==> src/rtl/piso_fifo_flow.sv <==
// piso_fifo_flow: parallel-in serial-out serializer feeding an output FIFO.
// Takes one els_p*width_p word per handshake and drains it slice 0 first.
//
// Parameters:
//   width_p    - serial word width in bits
//   els_p      - serial words per parallel input word
//   fifo_els_p - output FIFO depth in serial words
// Ports:
//   clk_i       in   clock
//   reset_i     in   synchronous active-high reset
//   valid_i     in   parallel word valid
//   data_i      in   parallel word, slice 0 in the low bits
//   ready_and_o out  serializer is empty and can take a word
//   valid_o     out  FIFO head valid
//   data_o      out  FIFO head data
//   yumi_i      in   consumer takes the head (only while valid_o)
//   count_o     out  free FIFO slots, registered
// Optional: define PISO_FIFO_FLOW_ASSERT_EN to enable simulation checks.

module piso_fifo_flow #(
    parameter int width_p    = 32,
    parameter int els_p      = 4,
    parameter int fifo_els_p = 8
) (
    input  logic                             clk_i,
    input  logic                             reset_i,
    input  logic                             valid_i,
    input  logic [els_p*width_p-1:0]         data_i,
    output logic                             ready_and_o,
    output logic                             valid_o,
    output logic [width_p-1:0]               data_o,
    input  logic                             yumi_i,
    output logic [$clog2(fifo_els_p+1)-1:0]  count_o
);

    localparam int cnt_w = $clog2(fifo_els_p + 1);
    localparam int ptr_w = (fifo_els_p > 1) ? $clog2(fifo_els_p) : 1;
    localparam int idx_w = (els_p > 1) ? $clog2(els_p) : 1;

    localparam logic [idx_w-1:0] idx_last = idx_w'(els_p - 1);
    localparam logic [ptr_w-1:0] ptr_last = ptr_w'(fifo_els_p - 1);
    localparam logic [cnt_w-1:0] cnt_full = cnt_w'(fifo_els_p);

    typedef enum logic {
        S_IDLE,
        S_BUSY
    } state_e;

    state_e state_r, state_n;

    logic [els_p*width_p-1:0] word_r;
    logic [idx_w-1:0]         idx_r, idx_n;
    logic                     load;
    logic                     wr;
    logic                     rd;
    logic                     fifo_ready;
    logic [width_p-1:0]       slice;

    logic [width_p-1:0] mem_r [fifo_els_p];
    logic [ptr_w-1:0]   wptr_r, rptr_r;
    logic [cnt_w-1:0]   occ_r;
    logic [cnt_w-1:0]   count_r;

    // ---------------- serializer ----------------

    // Ready comes only from the serializer state, never from the FIFO.
    assign ready_and_o = (state_r == S_IDLE);
    assign slice       = word_r[idx_r*width_p +: width_p];

    always_ff @(posedge clk_i) begin
        if (reset_i) begin
            state_r <= S_IDLE;
            idx_r   <= '0;
        end else begin
            state_r <= state_n;
            idx_r   <= idx_n;
        end
    end

    // The word register needs no reset; it is only read while busy.
    always_ff @(posedge clk_i) begin
        if (load) begin
            word_r <= data_i;
        end
    end

    always_comb begin
        state_n = state_r;
        idx_n   = idx_r;
        load    = 1'b0;
        wr      = 1'b0;
        unique case (state_r)
            S_IDLE: begin
                if (valid_i) begin
                    load    = 1'b1;
                    idx_n   = '0;
                    state_n = S_BUSY;
                end
            end
            S_BUSY: begin
                // Hold the current slice while the FIFO is full.
                if (fifo_ready) begin
                    wr = 1'b1;
                    if (idx_r == idx_last) begin
                        idx_n   = '0;
                        state_n = S_IDLE;
                    end else begin
                        idx_n = idx_r + 1'b1;
                    end
                end
            end
            default: begin
                state_n = S_IDLE;
            end
        endcase
    end

    // ---------------- output FIFO ----------------

    // Full check uses occupancy only, so a read while full does not
    // open a slot for a write in the same cycle.
    assign fifo_ready = (occ_r < cnt_full);
    assign valid_o    = (occ_r != '0);
    assign data_o     = mem_r[rptr_r];
    assign rd         = yumi_i & valid_o;
    assign count_o    = count_r;

    always_ff @(posedge clk_i) begin
        if (wr) begin
            mem_r[wptr_r] <= slice;
        end
    end

    always_ff @(posedge clk_i) begin
        if (reset_i) begin
            wptr_r  <= '0;
            rptr_r  <= '0;
            occ_r   <= '0;
            count_r <= cnt_full;
        end else begin
            if (wr) begin
                wptr_r <= (wptr_r == ptr_last) ? '0 : wptr_r + 1'b1;
            end
            if (rd) begin
                rptr_r <= (rptr_r == ptr_last) ? '0 : rptr_r + 1'b1;
            end
            unique case ({wr, rd})
                2'b10: begin
                    occ_r   <= occ_r + 1'b1;
                    count_r <= count_r - 1'b1;
                end
                2'b01: begin
                    occ_r   <= occ_r - 1'b1;
                    count_r <= count_r + 1'b1;
                end
                default: begin
                    occ_r   <= occ_r;
                    count_r <= count_r;
                end
            endcase
        end
    end

`ifdef PISO_FIFO_FLOW_ASSERT_EN
    always_ff @(posedge clk_i) begin
        if (!reset_i) begin
            assert (!(yumi_i && !valid_o))
                else $error("yumi_i asserted while valid_o=0");
            assert (fifo_els_p >= 1)
                else $error("fifo_els_p must be at least 1");
            assert (els_p >= 1)
                else $error("els_p must be at least 1");
            assert ((int'(count_r) + int'(occ_r)) == fifo_els_p)
                else $error("count_o plus occupancy != fifo_els_p");
        end
    end
`endif

endmodule

==> config.mk <==
export PLATFORM = sky130hd
export DESIGN_NAME = piso_fifo_flow
export DESIGN_NICKNAME = d
export VERILOG_FILES = /design/src/rtl/piso_fifo_flow.sv
export SDC_FILE = /design/constraint.sdc
export NUM_CORES = 1
export LEC_CHECK = 0
export ABC_AREA = 1
export BUFFER_PORTS_ARGS = -buffer_cell sky130_fd_sc_hd__buf_2
export CAP_MARGIN = 20
export CORE_ASPECT_RATIO = 1.1
export CORE_MARGIN = 2
export CORE_UTILIZATION = 60
export DETAILED_ROUTE_END_ITERATION = 12
export PLACE_DENSITY = 0.81
export SLEW_MARGIN = 20
export SYNTH_ARGS = -nofsm -noshare
export SYNTH_HDL_FRONTEND = slang
export SYNTH_SLANG_ARGS = --single-unit
==> constraint.sdc <==
create_clock -name clk_i -period 14.6 [get_ports clk_i]
set_input_delay 2.92 -clock clk_i [delete_from_list [all_inputs] [get_ports clk_i]]
set_output_delay 2.92 -clock clk_i [all_outputs]
set_load 0.1 [all_outputs]
==> results.yml <==
timing:
  setup_viol_count_final: 0
  fin_crit_ps: 6050
  tightest_slew_ps: 1080
  slew_headroom_pct: 28.1
  timing.final.crit_share_pct: 41.5
  finClkSkew_ps: 19.3
  hold_violations: 0
  slew_violations: 0
  whs_ps: 506
  finalSetupTns_ps: 0
  rsz0062_at_grt: "false"
  fmaxAchievable_ghz: 0.165
logic_synthesis:
  synth_fp_nets: 1314
  synth_flop_cell: "edfxtp_1"
  yosysSeqAreaShare_pct: 76.3
  async_reset_ff_share_pct: 0
  synth_edf_count: 384
  synth_area_per_cell_um2: 13.4
  synth_most_common_cell: "edfxtp_1"
  yosysTopAreaCellShare_pct: 73.7
  syn-cell-area_um2: 15600
  yosysUniqueCellTypes: 26
  synth_commonest_cells: "edfxtp_1 (384), nor2_1 (282), o21ai_0 (141)"
  yosysTopAreaCell: "edfxtp_1"
  synth-seq-cells: 404
  yosys_warnings: 0
  syn_inst: 1172
  synth.area.top_cells: "edfxtp_1 (74%), nor2_1 (6.8%), o21ai_0 (4.5%)"
worst_setup_path:
  worstPathRequired_ps: 11680
  reg2reg_depth: 4
  worst_setup_path_end_kind: "output pin"
  crit_fanout: 106
  cp-start-kind: "flop"
  timing.rr.start: "idx_r[0]"
  endpoint: "data_o[24]"
  crit_arrival_ps: 3130
  crit_type: "reg2out"
  rrSetupSlack_ps: 11770
  r2r_end: "mem_r[2][0]"
layout:
  areaGrowthSynthToFinish_pct: 14.6
  final_cells: 1704
  fin_util_pct: 69.2
  antenna_cells: 0
  layout.nets: 1466
  post_route_cells_drive_above_1_share_pct: 18.6
routing:
  drt_iter0_drc: 1070
  vias_per_cell: 5.81
  vias: 9905
  ant_nets: 0
  wl_mm: 32.7
  dr.pass1.iters: 5
  drc: 0
  wl_per_cell_um: 19.2
clocking:
  cts_hold_buffers: 0
  root_buffer: "clkbuf_16"
  ctsResizeCount: 0
  cts.clk_slew.worst_paths_ps: 60
  cts.sinks: 404
  clk_latency_ps: 530
  clockBufferDepth: 3
  h-tree-depth: 2
  cts_buffers: 37
  cts_tree: "yes"
  cts_setup_buffers: 0
floorplan:
  core_area_um2: 25900
  num_rows: 62
  dieArea_um2: 27400
  initial_core_util_pct: 60.4
  io_pins: 170
  die_y_um: 173
  fp.dieW_um: 158
pwr:
  power_leakage_nw: 6.44
  vdd_drop_max_mv: 0.166
  power.total_mw: 3.75
  power_density_nw_per_um2: 209
status:
  status: "finished clean"
placed_design:
  gp_congestion: 0.777
  dp_cells: 1637
  detailed_place_hpwl_mm: 19.0
  place.port_buffers: 169
global_routing:
  grt.overflow.total: 0
  grt_pass1_vias: 9538
  antenna_found_initial: 0
  gr-usage-all-layers_pct: 24.0
  grt_pass1_wl_mm: 50.7
  grt_max_degree: 107
min_path:
  holdCritPathClass: "reg2reg"
run:
  drv_cap: 0
metrics by stage:
stage / instance area [um^2] / setup WS (ps)
after global routing: 17900 / 8370
after CTS: 17900 / 8330
after detailed placement: 16700 / 8920
after floorplan: 15600 / 5650
final: 17900 / 8550
after global placement: 16700 / 9030
sequential cells by signal, indices dropped and copies added, names as in the netlist, named ones only:
register and cells:
mem_r 256, word_r 128, count_o 4, occ_r 4, rptr_r 3, wptr_r 3, idx_r 2, state_r 1
power breakdown:
part           internal, mW  switching (mW)
Sequential             1.39          0.0481
Clock                 0.547           0.399
Combinational         0.253            1.11
Total                  2.19            1.56
cells in the final DEF, fill, tap and decap left out, types with 2 or more instances in the layout:
master     instances
dfxtp_4            2
clkinv_1           9
o21ai_0          141
nor2_1           273
clkinv_2           5
o22ai_1           32
xnor2_1            3
nor2_2             9
dfxtp_1           17
o32ai_1           64
nand2_1          115
buf_4             15
clkbuf_1           7
xor2_1             3
ha_1              10
inv_6              2
buf_2            169
bufinv_16          3
edfxtp_1         384
a21oi_1           11
nand3_1            4
inv_1             21
clkbuf_16         39
o21ai_1            2
logic make-up (layout without fill, tap and decap cells):
| kind of cell | count (synthesis) | after routing | share of synthesized area (%) |
|---|---|---|---|
| AO/OA/AOI/OAI | 253 | 253 | 9.96 |
| AND/OR/NAND/NOR | 404 | 404 | 9.76 |
| XOR/XNOR | 6 | 6 | 0.336 |
| flip-flops | 404 | 404 | 76.3 |
| adder cells (fa/ha/maj) | 10 | 10 | 0.800 |
| buffers and inverters | 95 | 275 | 2.88 |
worst min-delay path by stage:
stage,from,end,depth (start not counted)
after floorplan,occ_r[1],occ_r[1],2
after global placement,count_o[0],count_o[0],1
after detailed placement,occ_r[1],occ_r[1],2
after CTS,occ_r[1],occ_r[1],2
after global routing,count_o[0],count_o[0],1
final,occ_r[1],occ_r[1],2
cell type report:
cell class                 count  area [um^2]
clock buffer                  47         1020
clock inverter                20          178
timing repair buffer         185          970
tap                          352          440
sequential                   404        11900
inverter                      23         87.6
fill                        1727         7990
multi-input combinational    673         3290
critical path, cell delays in order, from the launching register on:
cell and delay [ps]:
dfxtp_4 470, clkinv_2 310, buf_6 660, nor2_1 110, o32ai_1 310, nand2_1 80
nand2_1 120, buf_2 440
routing by layer:
layer  global-route usage [%]  vias up  wire length [um]
met5                        0        -                 0
met3                     3.95       61              2780
li1                         -     4591                 -
met1                     34.3     4792             13200
met2                     38.7      461             16000
met4                     7.39        0               742
Power figures use the tool's default switching activity.
